--- src/rtl/fetch_sequencer.sv ---
// Instruction fetch/execute sequencer: owns pc, instruction register, state and retire count.
// Optional single-step gating of FETCH is enabled with the FETCH_SEQUENCER_STEP_EN macro.
module fetch_sequencer (
    input  logic        clk,
    input  logic        rst_n,
`ifdef FETCH_SEQUENCER_STEP_EN
    input  logic        step,
`endif
    input  logic [15:0] ram_q,
    input  logic        pc_sload,
    input  logic        pc_cnt_en,
    input  logic [15:0] pc_load_value,
    input  logic        sm_extra,
    input  logic        stop,
    input  logic        resume,
    output logic [1:0]  state,
    output logic [15:0] instruction,
    output logic [15:0] pc,
    output logic        halted,
    output logic [15:0] instr_retired
);

    localparam int unsigned W = 16;

    typedef enum logic [1:0] {
        S_FETCH = 2'b00,
        S_EXEC1 = 2'b01,
        S_EXEC2 = 2'b10,
        S_HALT  = 2'b11
    } state_e;

    state_e         state_q, state_d;
    logic [W-1:0]   pc_q, pc_d;
    logic [W-1:0]   ir_q, ir_d;
    logic [W-1:0]   ret_q, ret_d;
    logic           step_ok;
    logic           pc_upd;
    logic           in_exec;

`ifdef FETCH_SEQUENCER_STEP_EN
    assign step_ok = step;
`else
    assign step_ok = 1'b1;
`endif

    // Next-state, pc, IR and retire-count computation.
    always_comb begin
        state_d = state_q;
        pc_d    = pc_q;
        ir_d    = ir_q;
        ret_d   = ret_q;
        pc_upd  = 1'b0;
        in_exec = (state_q == S_EXEC1) || (state_q == S_EXEC2);

        case (state_q)
            S_FETCH: begin
                if (stop)         state_d = S_HALT;
                else if (step_ok) state_d = S_EXEC1;
                if (step_ok) begin
                    ir_d   = ram_q;
                    pc_upd = 1'b1;
                end
            end
            S_EXEC1: begin
                pc_upd = 1'b1;
                if (stop)          state_d = S_HALT;
                else if (sm_extra) state_d = S_EXEC2;
                else               state_d = S_FETCH;
            end
            S_EXEC2: begin
                pc_upd = 1'b1;
                if (stop) state_d = S_HALT;
                else      state_d = S_FETCH;
            end
            S_HALT: begin
                if (resume && !stop) state_d = S_FETCH;
            end
            default: state_d = S_FETCH;
        endcase

        if (pc_upd) begin
            if (pc_sload)       pc_d = pc_load_value;
            else if (pc_cnt_en) pc_d = pc_q + W'(1);
        end

        // An instruction completes when an EXEC state leaves for FETCH or HALT.
        if (in_exec && (state_d != S_EXEC2)) ret_d = ret_q + W'(1);
    end

    always_ff @(posedge clk or negedge rst_n) begin
        if (!rst_n) begin
            state_q <= S_FETCH;
            pc_q    <= '0;
            ir_q    <= '0;
            ret_q   <= '0;
        end else begin
            state_q <= state_d;
            pc_q    <= pc_d;
            ir_q    <= ir_d;
            ret_q   <= ret_d;
        end
    end

    assign state         = state_q;
    assign pc            = pc_q;
    assign instruction   = ir_q;
    assign instr_retired = ret_q;
    assign halted        = (state_q == S_HALT);

endmodule

--- config.mk ---
export PLATFORM = sky130hd
export DESIGN_NAME = fetch_sequencer
export DESIGN_NICKNAME = d
export VERILOG_FILES = /design/src/rtl/fetch_sequencer.sv
export SDC_FILE = /design/constraint.sdc
export NUM_CORES = 1
export LEC_CHECK = 0
export ABC_AREA = 1
export BUFFER_PORTS_ARGS = -buffer_cell sky130_fd_sc_hd__buf_2
export CORE_AREA = 2 2 64 112
export CTS_CLUSTER_SIZE = 25
export DETAILED_ROUTE_END_ITERATION = 12
export DIE_AREA = 0 0 66 114
export PLACE_DENSITY = 0.73
export SYNTH_ARGS = -nofsm -noshare
export SYNTH_HDL_FRONTEND = slang
export SYNTH_SLANG_ARGS = --single-unit
--- constraint.sdc ---
create_clock -name clk -period 1.54 [get_ports clk]
set_input_delay 0.077 -clock clk [delete_from_list [all_inputs] [get_ports clk]]
set_output_delay 0.077 -clock clk [all_outputs]
set_load 0.05 [all_outputs]
### Word-level counts from Yosys, hierarchy flattened

Cells that the tools add are included.

| cells by class | value |
|---|---|
| eq/ne operators | 4 |
| reductions and logical operators | 8 |
| $add $sub $neg | 2 |
| multiplexer cells | 9 |

Operators with widths:

| kind | number |
|---|---|
| 16-bit by 1-bit adder with 16-bit output (second input constant) | 2 |
| 16-bit two-way mux | 2 |
| 2-bit two-way mux | 5 |
| 2-bit case mux with 4 select lines | 1 |
| 2-bit equality test (second input constant) | 2 |
| 3-bit OR reduction | 1 |
| 2-bit by 1-bit equality test with 1-bit output (second input constant) | 1 |
| 1-bit logical AND | 2 |
| 2-bit logical NOT | 1 |
| 2-bit != test (second input constant) | 1 |
| 2-bit AND reduction | 1 |
| 2-bit nonzero test | 1 |
| 1-bit logical NOT | 1 |
| 1-bit logical OR | 1 |
| 1-bit two-way mux | 1 |

| word-level totals | value |
|---|---|
| bits in registers | 50 |
| word-level logic and storage cells | 27 |

### Depth between registers and ports, before layout

Gate-level depths: netlist (run 1).

| depth | value |
|---|---|
| depth in word-level cells | 6 |
| gate-level depth with buffers | 10 |
| depth with buffers taken out | 9 |

### Worst setup path after synthesis (run 1)

Ideal clock, no wire load.

| timing path | value |
|---|---|
| kind | flip-flop to flip-flop |
| start point | register state_q[1], in the netlist state[1] |
| end point | register pc_q[4], in the netlist pc[4] |
| path buffers | 1 |
| period minus slack after synthesis | 2155 ps |
| setup time | 126 ps |
| arrival time | 2029 ps |
| path slack | -615 ps |
| cell stages (with the launch flop) | 7 |
| required time | 1414 ps |
| cell sequence | dfrtp_1 -> ha_1 -> o21bai_2 -> inv_1 -> buf_4 -> a21oi_1 -> a21oi_1 |

| on the way | value |
|---|---|
| word-level cells in the longest chain between the ends | 4 |
| elaborated cells on any way between the ends | 6 |
| those cells by class | eq/ne: 2; mux: 1; reduce/logical: 3 |

RTL lines:

| element | line | source |
|---|---|---|
| start: declaration | 32 | `state_e state_q, state_d;` |
| start signal: assignment | 97 | `state_q <= state_d;` |
| 2-bit by 1-bit equality test with 1-bit output (tied with other cells) | 55 | `case (state_q)` |
| 3-bit OR reduction (no source line) (*) | -- |  |
| 1-bit two-way mux (*) | -- |  |
| 2-bit AND reduction (no source line) (*) | -- |  |
| end signal: assignment | 98 | `pc_q <= pc_d;` |
| end: declaration | 33 | `logic [W-1:0] pc_q, pc_d;` |

Every way passes the cells marked *; elsewhere a longest branch is shown, timed or not.
A chain may end at the register's enable or synchronous reset.

### Worst setup path after layout (run 1)

| timing path | value |
|---|---|
| start point | register state_q[0], in the netlist state[0] |
| end point | register ret_q[15], in the netlist instr_retired[15] |

| on the way | value |
|---|---|
| word-level cells in the longest chain between the ends | 4 |
| elaborated cells on any way between the ends | 9 |
| those cells by class | eq/ne: 4; mux: 2; reduce/logical: 3 |

RTL lines:

| element | line | source |
|---|---|---|
| 2-bit equality test (tied with other cells) | 55 |  |
| 2-bit case mux with 4 select lines | 55 |  |
| 2-bit != test | 87 | `if (in_exec && (state_d != S_EXEC2)) ret_d = ret_q + W'(1);` |
| 1-bit logical AND (*) | 87 |  |
| end signal: assignment | 100 | `ret_q <= ret_d;` |
| end: declaration | 35 | `logic [W-1:0] ret_q, ret_d;` |

Marked as above.

==> key figures, run 1 <==
Run status
  • Run status: finished, final reports clean

Placed design
  • IO buf count: 89
  • Placed insts: 558
  • Post-DP HPWL: 6.00 mm
  • Post-place instance area: 3630 sq um
  • GPL Wtd Cong: 0.938
  • Pre-CTS setup slack: 0.0329 ns

Clock network
  • Clock Tree Buf Depth: 2
  • CTS tree: built
  • H-Tree Depth: 2
  • Clock latency on the worst-skew pair: 0.30 ns
  • CTS buffer count: 5
  • CTS Root Cell: clkbuf_16
  • Clock sink count: 50
  • Clock transition at path regs: 0.07 ns

Yosys
  • Synth area leaders: dfrtp_1 43%, nand2_1 16%, nand3_1 7.0%, mux2_2 6.2%, nor2_1 4.6%
  • Yosys top cell area share: 0.428
  • Register bit total from synthesis: 50
  • Mapped Area: 2930 sq um
  • Syn Inst Count: 377
  • Sequential share of the synthesized area: 0.428
  • Mean post-synth cell area: 7.76 sq um
  • Synth area leader: dfrtp_1
  • Distinct cell type count after synthesis: 31
  • Syn. warnings: 0
  • Mapped Nets: 423

Timing
  • Final setup TNS: 0 ns
  • Relative max-transition margin: 0.677
  • Final setup viols: 0
  • FMAX: 673 MHz
  • Hold Vio Cnt, Final: 0
  • Clock Skew: 0.00418 ns
  • Fin. max-slew vios: 0
  • Slew at the pin with the worst max-slew slack: 0.484 ns
  • Fin crit period: 1.49 ns
  • RSZ-0062 raised after global routing: yes
  • Final worst path period share: 0.966
  • Setup slack after layout: 0.0530 ns

Hold path
  • WHS Path Cells: 2
  • Worst hold path class: in -> reg
  • Hold Crit Start: ram_q[15]
  • Hold EP: instruction[15]

Setup path
  • Crit-path slowest cell: dfrtp_2
  • Worst path arrival time: 1.67 ns
  • CP startpoint kind: flip-flop
  • R2r startpoint: state[0]
  • CP dominant cell by count: nand2_2
  • CP max FO: 16
  • CP cell instances: inv_2, ha_2, nand2_2, nand2_2, nor2_4, nand4_4, buf_12, nand3_1, nand2_1
  • Critical Path Sink Type: flip-flop
  • Worst EP required: 1.73 ns
  • FF-to-FF path depth: 9
  • Worst reg2reg endpoint: instr_retired[15]
  • R2R setup slack: 0.05 ns
  • Crit Path Class: reg -> reg
  • Worst path max stage delay: 0.43 ns

Floorplanning
  • Io pins: 90
  • FP Rows: 40
  • Die ar.: 7520 sq um
  • Die X: 66 um
  • Initial core utilization: 0.436
  • Die Height: 114 um
  • Core footprint: 6710 sq um

Finish
  • Final Cell Area: 3840 sq um
  • Diodes inserted: 0
  • Layout Cells excl Fill: 570
  • Nets: 531
  • Layout cells sized above 1: 0.350
  • P&R area growth vs syn: 31.4%

Pwr
  • Sw Share: 0.537
  • Clk network pwr share: 0.129
  • Psw: 4.74 mW
  • Combinational share of power: 0.600
  • Worst vdd ir: 1.13 mV
  • Leak: 1.96 nW
  • Internal: 4.09 mW
  • PD cells: 2300 nW/um^2
  • Flop pwr share: 0.271

GRT
  • Largest net degree at the start of global routing: 22
  • First-pass GRT wire length: 12.7 mm
  • GRT Total Usage: 0.216
  • Vias in the first global route: 2852
  • Initial antenna violation count: 0
  • GRT overflow: 0

Drt
  • Routed WL per cell: 14.0 um
  • Vias: 2973
  • Post-route DRC: 0
  • DRT met1 WL: 2.86 mm
  • DR vias/cell: 5.22
  • Initial DRC Count: 214
  • DR top layer: met4
  • Met2 Routed Length: 4.61 mm
  • First-pass detailed-route iteration total: 4
  • Routed Antenna Nets: 0
  • Met3 WL post-DR: 394 um
  • Routed wire length: 7.96 mm

Flow run
  • MaxCap Viol Count: 0
stage by stage:
| step | total power [mW] | utilization | hold WS (ns) |
|---|---|---|---|
| after floorplan | 6.22 | - | -0.219 |
| after global placement | 7.50 | 0.541 | 0.0738 |
| after detailed placement | 7.65 | 0.541 | 0.0670 |
| after CTS | 8.82 | 0.567 | 0.00323 |
| after global routing | 9.36 | 0.573 | 0.00655 |
| final | 8.83 | 0.573 | 0.00732 |
worst max-delay path by stage:
stage / startpoint / endpoint / slack [ns] / cells past startpoint
floorplan: state[1] / instr_retired[4] / -0.09 / 8
global placement: state[1] / pc[7] / 0.06 / 6
detailed placement: pc[0] / pc[10] / 0.03 / 8
CTS: pc[0] / pc[10] / 0.02 / 8
global route: state[1] / instr_retired[3] / -0.02 / 9
finish: state[0] / instr_retired[15] / 0.05 / 9
cell type report:
cell class	instances	area, sq um
well taps	84	105
flip-flops and latches	50	1260
clock inverters	3	23.8
fillers	666	2860
repair buffers	112	663
clock buffers	5	125
inverters	31	119
multi-input cells	285	1550
state kept, by name, summed over array words and instances, names as in the netlist:
register	flops
instr_retired	16
instruction	16
pc	16
state	2
cells by family (layout without fill, tap and decap cells):
logic type | count (synthesis) | in the layout | share of synthesized area
AO/OA/AOI/OAI | 33 | 33 | 0.0642
buffers and inverters | 42 | 151 | 0.0620
XOR/XNOR | 8 | 8 | 0.0239
flip-flops | 50 | 50 | 0.428
AND/OR/NAND/NOR | 221 | 221 | 0.331
multiplexers | 16 | 16 | 0.0616
adder cells (fa/ha/maj) | 7 | 7 | 0.0299
power groups by stage:
| stage | Clock (mW) | Sequential [mW] | Combinational [mW] |
|---|---|---|---|
| 2_1_floorplan | 0 | 4.15 | 2.07 |
| 4_1_cts | 1.17 | 2.38 | 5.27 |
| 6_report | 1.14 | 2.39 | 5.30 |
| 3_5_place_dp | 0 | 2.40 | 5.25 |
| 5_1_grt | 1.21 | 2.46 | 5.69 |
| 3_3_place_gp | 0 | 2.36 | 5.14 |
per-layer routing:
metal  up-vias  global-route usage
met4         0              0.0830
li1       1439                   -
met3         9              0.0404
met1      1425               0.223
met2       100               0.415
met5         -                   0
critical path: cells and delay by family (launching register included):
| kind | cells | cell delay (ns) |
|---|---|---|
| DFF | 1 | 0.43 |
| and+or+nand+nor | 6 | 0.51 |
| buffers and inverters | 2 | 0.25 |
| adders and majority gates | 1 | 0.19 |
repair_timing:
item / in CTS / in global routing
hold buffers: 3 / 0
endpoints found under the hold margin: 21 / 0
endpoints found under the setup margin: 0 / 24
setup buffers: 0 / 1
resized for setup: 0 / 11
cell usage after synthesis (all sizes together):
cell    count
nand2     127
dfrtp      50
nand3      42
nor2       41
inv        31
mux2       16
o21ai      15
buf        10
nand4      10
a21oi       9
ha          7
xnor2       4
xor2        4
o22ai       3
a21o        2
a22oi       1
a31oi       1
a32oi       1
clkbuf      1
nor2b       1
o21bai      1
placed cells by master (no fill, tap or decap), drive strengths merged, types with 2 or more instances in the layout:
cell / count
a21o: 2
a21oi: 9
buf: 109
clkbuf: 5
clkinvlp: 2
dfrtp: 50
dlygate4sd3: 3
ha: 7
inv: 32
mux2: 16
nand2: 127
nand3: 42
nand4: 10
nor2: 41
o21ai: 15
o22ai: 3
xnor2: 4
xor2: 4
Power figures use the tool's default switching activity.
==> run 2: changes to the inputs <==
Settings changed: CELL_PAD_IN_SITES_DETAIL_PLACEMENT set to 1, CELL_PAD_IN_SITES_GLOBAL_PLACEMENT set to 1, CORE_AREA 2 2 64 112 to 2 2 71 123, DIE_AREA 0 0 66 114 to 0 0 73 125, PLACE_DENSITY 0.73 to not set, PLACE_DENSITY_LB_ADDON set to 0.1.
Clock period 1.54 ns to 1.4 ns, I/O delays scaled along.
==> key figures, run 2 (synthesis results as in run 1) <==
Setup path
  • Crit-path slowest cell: dfrtp_2
  • CP startpoint kind: flip-flop
  • Worst EP required: 1.60 ns (-0.13 ns)
  • Worst setup path startpoint: state[0]
  • FF-to-FF path depth: 9 (unchanged)
  • Worst path arrival time: 1.72 ns (+0.05 ns)
  • R2r startpoint: state[0]
  • CP max FO: 12 (-4)
  • CP dominant cell by count: nand2_2
  • CP cell instances: inv_4, ha_4, nand2_2, nand2_2, nor2_4, nand4_4, buf_12, nand3_1, nand2_1
  • Crit Path Class: reg -> reg
  • Worst path max stage delay: 0.46 ns (+0.03 ns)
  • Critical Path Sink Type: flip-flop

Clock network
  • Clock latency on the worst-skew pair: 0.30 ns (about the same)
  • CTS tree: built
  • CTS Root Cell: clkbuf_16
  • Clock transition at path regs: 0.08 ns (about the same)
  • Setup Fix Bufs, Post-CTS: 0 (unchanged)
  • H-Tree Depth: 2 (unchanged)
  • Clock Tree Buf Depth: 2 (unchanged)
  • CTS buffer count: 5 (unchanged)
  • Clock sink count: 50 (unchanged)

Pwr
  • Sw Share: 0.526 (-0.0109)
  • Worst vdd ir: 1.11 mV (-1.4%)
  • Clk network pwr share: 0.119 (-0.010)
  • Combinational share of power: 0.645 (+0.045)
  • Flop pwr share: 0.237 (-0.034)
  • Psw: 5.86 mW (+24%)
  • Total power: 11.1 mW (+26%)
  • Leak: 2.18 nW (+11%)
  • Internal: 5.28 mW (+29%)
  • PD cells: 2530 nW/um^2 (+10%)

Placed design
  • Post-DP HPWL: 7.77 mm (+30%)
  • GPL Wtd Cong: 0.845 (-9.8%)
  • IO buf count: 89 (unchanged)
  • Post-place instance area: 3840 sq um (+5.9%)

GRT
  • GRT Total Usage: 0.231 (+0.0142)
  • Vias in the first global route: 3335 (+17%)
  • Initial antenna violation count: 0 (unchanged)
  • Largest net degree at the start of global routing: 36 (+64%)
  • First-pass GRT wire length: 16.2 mm (+28%)
  • GRT overflow: 0 (unchanged)

Floorplanning
  • Die ar.: 9130 sq um (+21%)
  • Die Height: 125 um (+9.6%)
  • Die X: 73 um (+11%)
  • Initial core utilization: 0.357 (-0.0796)
  • Io pins: 90 (unchanged)
  • Core footprint: 8200 sq um (+22%)
  • FP Rows: 44 (+10%)

Drt
  • DR vias/cell: 5.12 (-1.9%)
  • Post-route DRC: 0 (unchanged)
  • Vias: 3127 (+5.2%)
  • Routed WL per cell: 17.1 um (+22%)
  • First-pass detailed-route iteration total: 4 (unchanged)
  • Routed Antenna Nets: 0 (unchanged)
  • Routed wire length: 10.4 mm (+31%)
  • Initial DRC Count: 70 (-67%)

Finish
  • Diodes inserted: 0 (unchanged)
  • Core Util, Final: 0.537 (-0.0362)
  • Commonest non-fill, non-tap cell in the layout: nand2_1
  • Commonest non-fill, non-tap cells in the layout: 116 x nand2_1, 89 x buf_2, 38 x dfrtp_1, 30 x buf_4
  • Layout cells sized above 1: 0.435 (+0.0857)
  • Filler cells: 1012 (+52%)
  • Nets: 564 (+6.2%)
  • P&R area growth vs syn: 50.5%
  • Final Cell Area: 4400 sq um (+15%)

Timing
  • Setup slack after layout: -0.121 ns (-0.174 ns)
  • Slew at the pin with the worst max-slew slack: 0.436 ns (-0.0486 ns)
  • Hold Vio Cnt, Final: 0 (unchanged)
  • Fin crit period: 1.52 ns (+0.0337 ns)
  • Relative max-transition margin: 0.710 (+0.0324)
  • Final setup viols: 32 (+32)
  • Final worst path period share: 1.09 (+0.121)
  • RSZ-0062 raised after global routing: yes
  • FMAX: 658 MHz (-2.2%)
  • Hold_ws: 0.0151 ns (+0.00773 ns)
  • Fin. max-slew vios: 0 (unchanged)
  • Final setup TNS: -2.05 ns (-2.05 ns)
  • Clock Skew: 0.00613 ns (+0.00195 ns)

Hold path
  • WHS Path Cells: 2 (unchanged)
  • Worst hold path class: in -> reg
  • Hold Crit Start: ram_q[13]

Flow run
  • MaxCap Viol Count: 0 (unchanged)

Run status
  • Run status: finished with violations
  • Failing checks: setup timing
## run 2: final cells by class
class | count | area (sq um) | share of cell area
clock buffer | 5 | 125 | 0.0284
sequential | 50 | 1270 | 0.288
multi-input combinational | 285 | 1730 | 0.394
timing repair buffer | 145 | 1010 | 0.229
inverter | 31 | 126 | 0.0287
tap | 92 | 115 | 0.0261
clock inverter | 3 | 28.8 | 0.00654
## run 2: what timing repair did
action / CTS / global route
cloned: 1 / 0
pin swaps: 0 / 11
endpoints found under the hold margin: 25 / 2
hold buffers: 11 / 2
resized for setup: 16 / 49
setup endpoints to repair: 39 / 44
## run 2: worst paths after layout
check / end / slack [ns]
setup / recovery: instr_retired[4] / -0.12
hold / removal: instruction[13] / 0.02
setup reg to reg: instr_retired[4] / -0.12
hold reg to reg: instruction[1] / 0.51
max in group asynchronous: state[1] / 0.61
min in group asynchronous: pc[2] / 0.24
## run 2: power groups by stage
stage | clock, mW | sequential, mW | combinational, mW
3_3_place_gp | 0 | 2.57 | 6.31
6_report | 1.33 | 2.64 | 7.18
2_1_floorplan | 0 | 4.59 | 2.30
5_1_grt | 1.40 | 2.71 | 7.65
4_1_cts | 1.37 | 2.58 | 6.78
3_5_place_dp | 0 | 2.59 | 6.45
## run 2: critical path, delay by kind of cell (launching register included)
kind	cells	cell delay (ns)
simple gates	6	0.53
flops	1	0.46
fa+ha+maj	1	0.16
buf+inv	2	0.27
## run 2: per-stage QoR
stage,instances,setup slack [ns]
floorplan,377,-0.234
global placement,589,-0.0306
detailed placement,589,-0.105
CTS,609,-0.0821
global route,611,-0.191
finish,611,-0.121
## run 2: layer usage
layer | GRT usage | wire, um
met5 | 0 | 0
met4 | 0.107 | 443
met3 | 0.0266 | 306
met2 | 0.449 | 6050
met1 | 0.227 | 3640
==> run 3: changes to the inputs <==
Settings changed: MAX_ROUTING_LAYER set to met4.
==> key figures, run 3 (synthesis results as in run 1) <==
Hold path
  • Worst hold path class: in -> reg
  • WHS Path Cells: 2 (unchanged)

Setup path
  • Worst path arrival time: 1.72 ns (about the same)
  • CP startpoint kind: flip-flop
  • CP max FO: 12 (unchanged)
  • Crit Path Class: reg -> reg
  • FF-to-FF path depth: 9 (unchanged)
  • CP dominant cell by count: nand2_2
  • Worst path max stage delay: 0.46 ns (about the same)
  • Critical Path Sink Type: flip-flop
  • Worst EP required: 1.60 ns (about the same)
  • CP cell instances: inv_4, ha_4, nand2_2, nand2_2, nor2_4, nand4_4, buf_12, nand3_1, nand2_1
  • Crit-path slowest cell: dfrtp_2

Drt
  • Routed WL per cell: 17.1 um (-0.20%)
  • DR vias/cell: 5.16 (+0.74%)
  • Routed Antenna Nets: 0 (unchanged)
  • Initial DRC Count: 69 (-1.4%)
  • Vias: 3150 (+0.74%)
  • First-pass detailed-route iteration total: 4 (unchanged)
  • Post-route DRC: 0 (unchanged)
  • Routed wire length: 10.4 mm (-0.20%)

Placed design
  • IO buf count: 89 (unchanged)
  • Post-DP HPWL: 7.77 mm (unchanged)
  • Pre-CTS setup slack: -0.105 ns (unchanged)
  • GPL Wtd Cong: 0.859 (+1.6%)

GRT
  • Initial antenna violation count: 0 (unchanged)
  • First-pass GRT wire length: 16.2 mm (about the same)
  • Vias in the first global route: 3326 (-0.27%)
  • Largest net degree at the start of global routing: 36 (unchanged)
  • GRT overflow: 0 (unchanged)
  • GRT Total Usage: 0.237 (+0.00608)

Clock network
  • H-Tree Depth: 2 (unchanged)
  • Clock Tree Buf Depth: 2 (unchanged)
  • CTS Root Cell: clkbuf_16
  • CTS buffer count: 5 (unchanged)
  • CTS tree: built
  • Clock transition at path regs: 0.08 ns (about the same)
  • Clock latency on the worst-skew pair: 0.30 ns (about the same)
  • Clock sink count: 50 (unchanged)
  • Setup Fix Bufs, Post-CTS: 0 (unchanged)

Run status
  • Failing checks: setup timing
  • Run status: finished with violations

Finish
  • Diodes inserted: 0 (unchanged)
  • Nets: 564 (unchanged)
  • P&R area growth vs syn: 50.5% (unchanged)
  • Layout cells sized above 1: 0.435 (unchanged)
  • Filler cells: 1012 (unchanged)
  • Commonest non-fill, non-tap cell in the layout: nand2_1
  • Core Util, Final: 0.537 (unchanged)
  • Commonest non-fill, non-tap cells in the layout: 116 x nand2_1, 89 x buf_2, 38 x dfrtp_1, 30 x buf_4

Timing
  • Final worst path period share: 1.08 (-0.00198)
  • Relative max-transition margin: 0.714 (+0.00453)
  • Hold_ws: 0.00439 ns (-0.0107 ns)
  • Final setup viols: 32 (unchanged)
  • FMAX: 659 MHz (+0.18%)
  • Fin. max-slew vios: 0 (unchanged)
  • Hold Vio Cnt, Final: 0 (unchanged)
  • Slew at the pin with the worst max-slew slack: 0.429 ns (-0.00679 ns)
  • Fin crit period: 1.52 ns (-0.00277 ns)
  • Setup slack after layout: -0.118 ns (+0.00277 ns)
  • Clock Skew: 0.00608 ns (-0.0000507 ns)
  • RSZ-0062 raised after global routing: yes

Floorplanning
  • FP Rows: 44 (unchanged)
  • Initial core utilization: 0.357 (unchanged)
  • Core footprint: 8200 sq um (unchanged)
  • Die Height: 125 um (unchanged)
  • Die ar.: 9130 sq um (unchanged)
  • Die X: 73 um (unchanged)
  • Io pins: 90 (unchanged)

Pwr
  • PD cells: 2530 nW/um^2 (about the same)
  • Worst vdd ir: 1.11 mV (-0.28%)
  • Leak: 2.18 nW (unchanged)

Flow run
  • MaxCap Viol Count: 0 (unchanged)
-- run 3: what timing repair did --
item	4_1_cts	5_1_grt
pin swaps	0	11
cloned	1	0
hold endpoints to repair	25	2
hold buffers	11	2
resized for setup	16	49
endpoints found under the setup margin	39	44
-- run 3: area by class of cell --
class / instances / area [sq um] / share of cell area
Inverter: 31 / 126 / 0.0287
Multi-Input combinational cell: 285 / 1730 / 0.394
Tap cell: 92 / 115 / 0.0261
Sequential cell: 50 / 1270 / 0.288
Clock inverter: 3 / 28.8 / 0.00654
Clock buffer: 5 / 125 / 0.0284
Timing Repair Buffer: 145 / 1010 / 0.229
-- run 3: metal layers --
layer | wire length [um] | track usage | vias up
met1 | 3670 | 0.227 | 1545
met5 | 0 | - | -
li1 | - | - | 1504
met3 | 297 | 0.0266 | 28
met4 | 433 | 0.107 | 0
met2 | 6020 | 0.448 | 73
-- run 3: final timing paths --
path | start | end | slack (ns)
worst max-delay path | state[0] | instr_retired[4] | -0.12
worst min-delay path | ram_q[13] | instruction[13] | 0.004
worst max register to register | state[0] | instr_retired[4] | -0.12
worst min register to register | instruction[1] | instruction[1] | 0.51
max in group asynchronous | rst_n | state[1] | 0.62
min in group asynchronous | rst_n | pc[2] | 0.23
-- run 3: per-stage QoR --
| stage | instance area (sq um) | instances | total power, mW | setup TNS, ns |
|---|---|---|---|---|
| floorplan | 2990 | 377 | 6.88 | -6.26 |
| global placement | 3840 | 589 | 8.88 | -0.585 |
| detailed placement | 3840 | 589 | 9.04 | -2.42 |
| CTS | 4190 | 609 | 10.7 | -1.19 |
| global route | 4400 | 611 | 11.8 | -4.06 |
| finish | 4400 | 611 | 11.1 | -2.04 |
-- run 3: where the power goes --
| part | switching [mW] | total [mW] | internal [mW] | leakage, nW |
|---|---|---|---|---|
| registers | 0.582 | 2.64 | 2.06 | 0.603 |
| clock network | 0.641 | 1.33 | 0.688 | 0.0763 |
| logic | 4.64 | 7.18 | 2.54 | 1.50 |
-- run 3: worst max-delay path: cells and delay by family, from the launching register on --
kind,cells,cell delay (ns)
simple gates,6,0.52
flops,1,0.46
buf+inv,2,0.27
fa+ha+maj,1,0.16
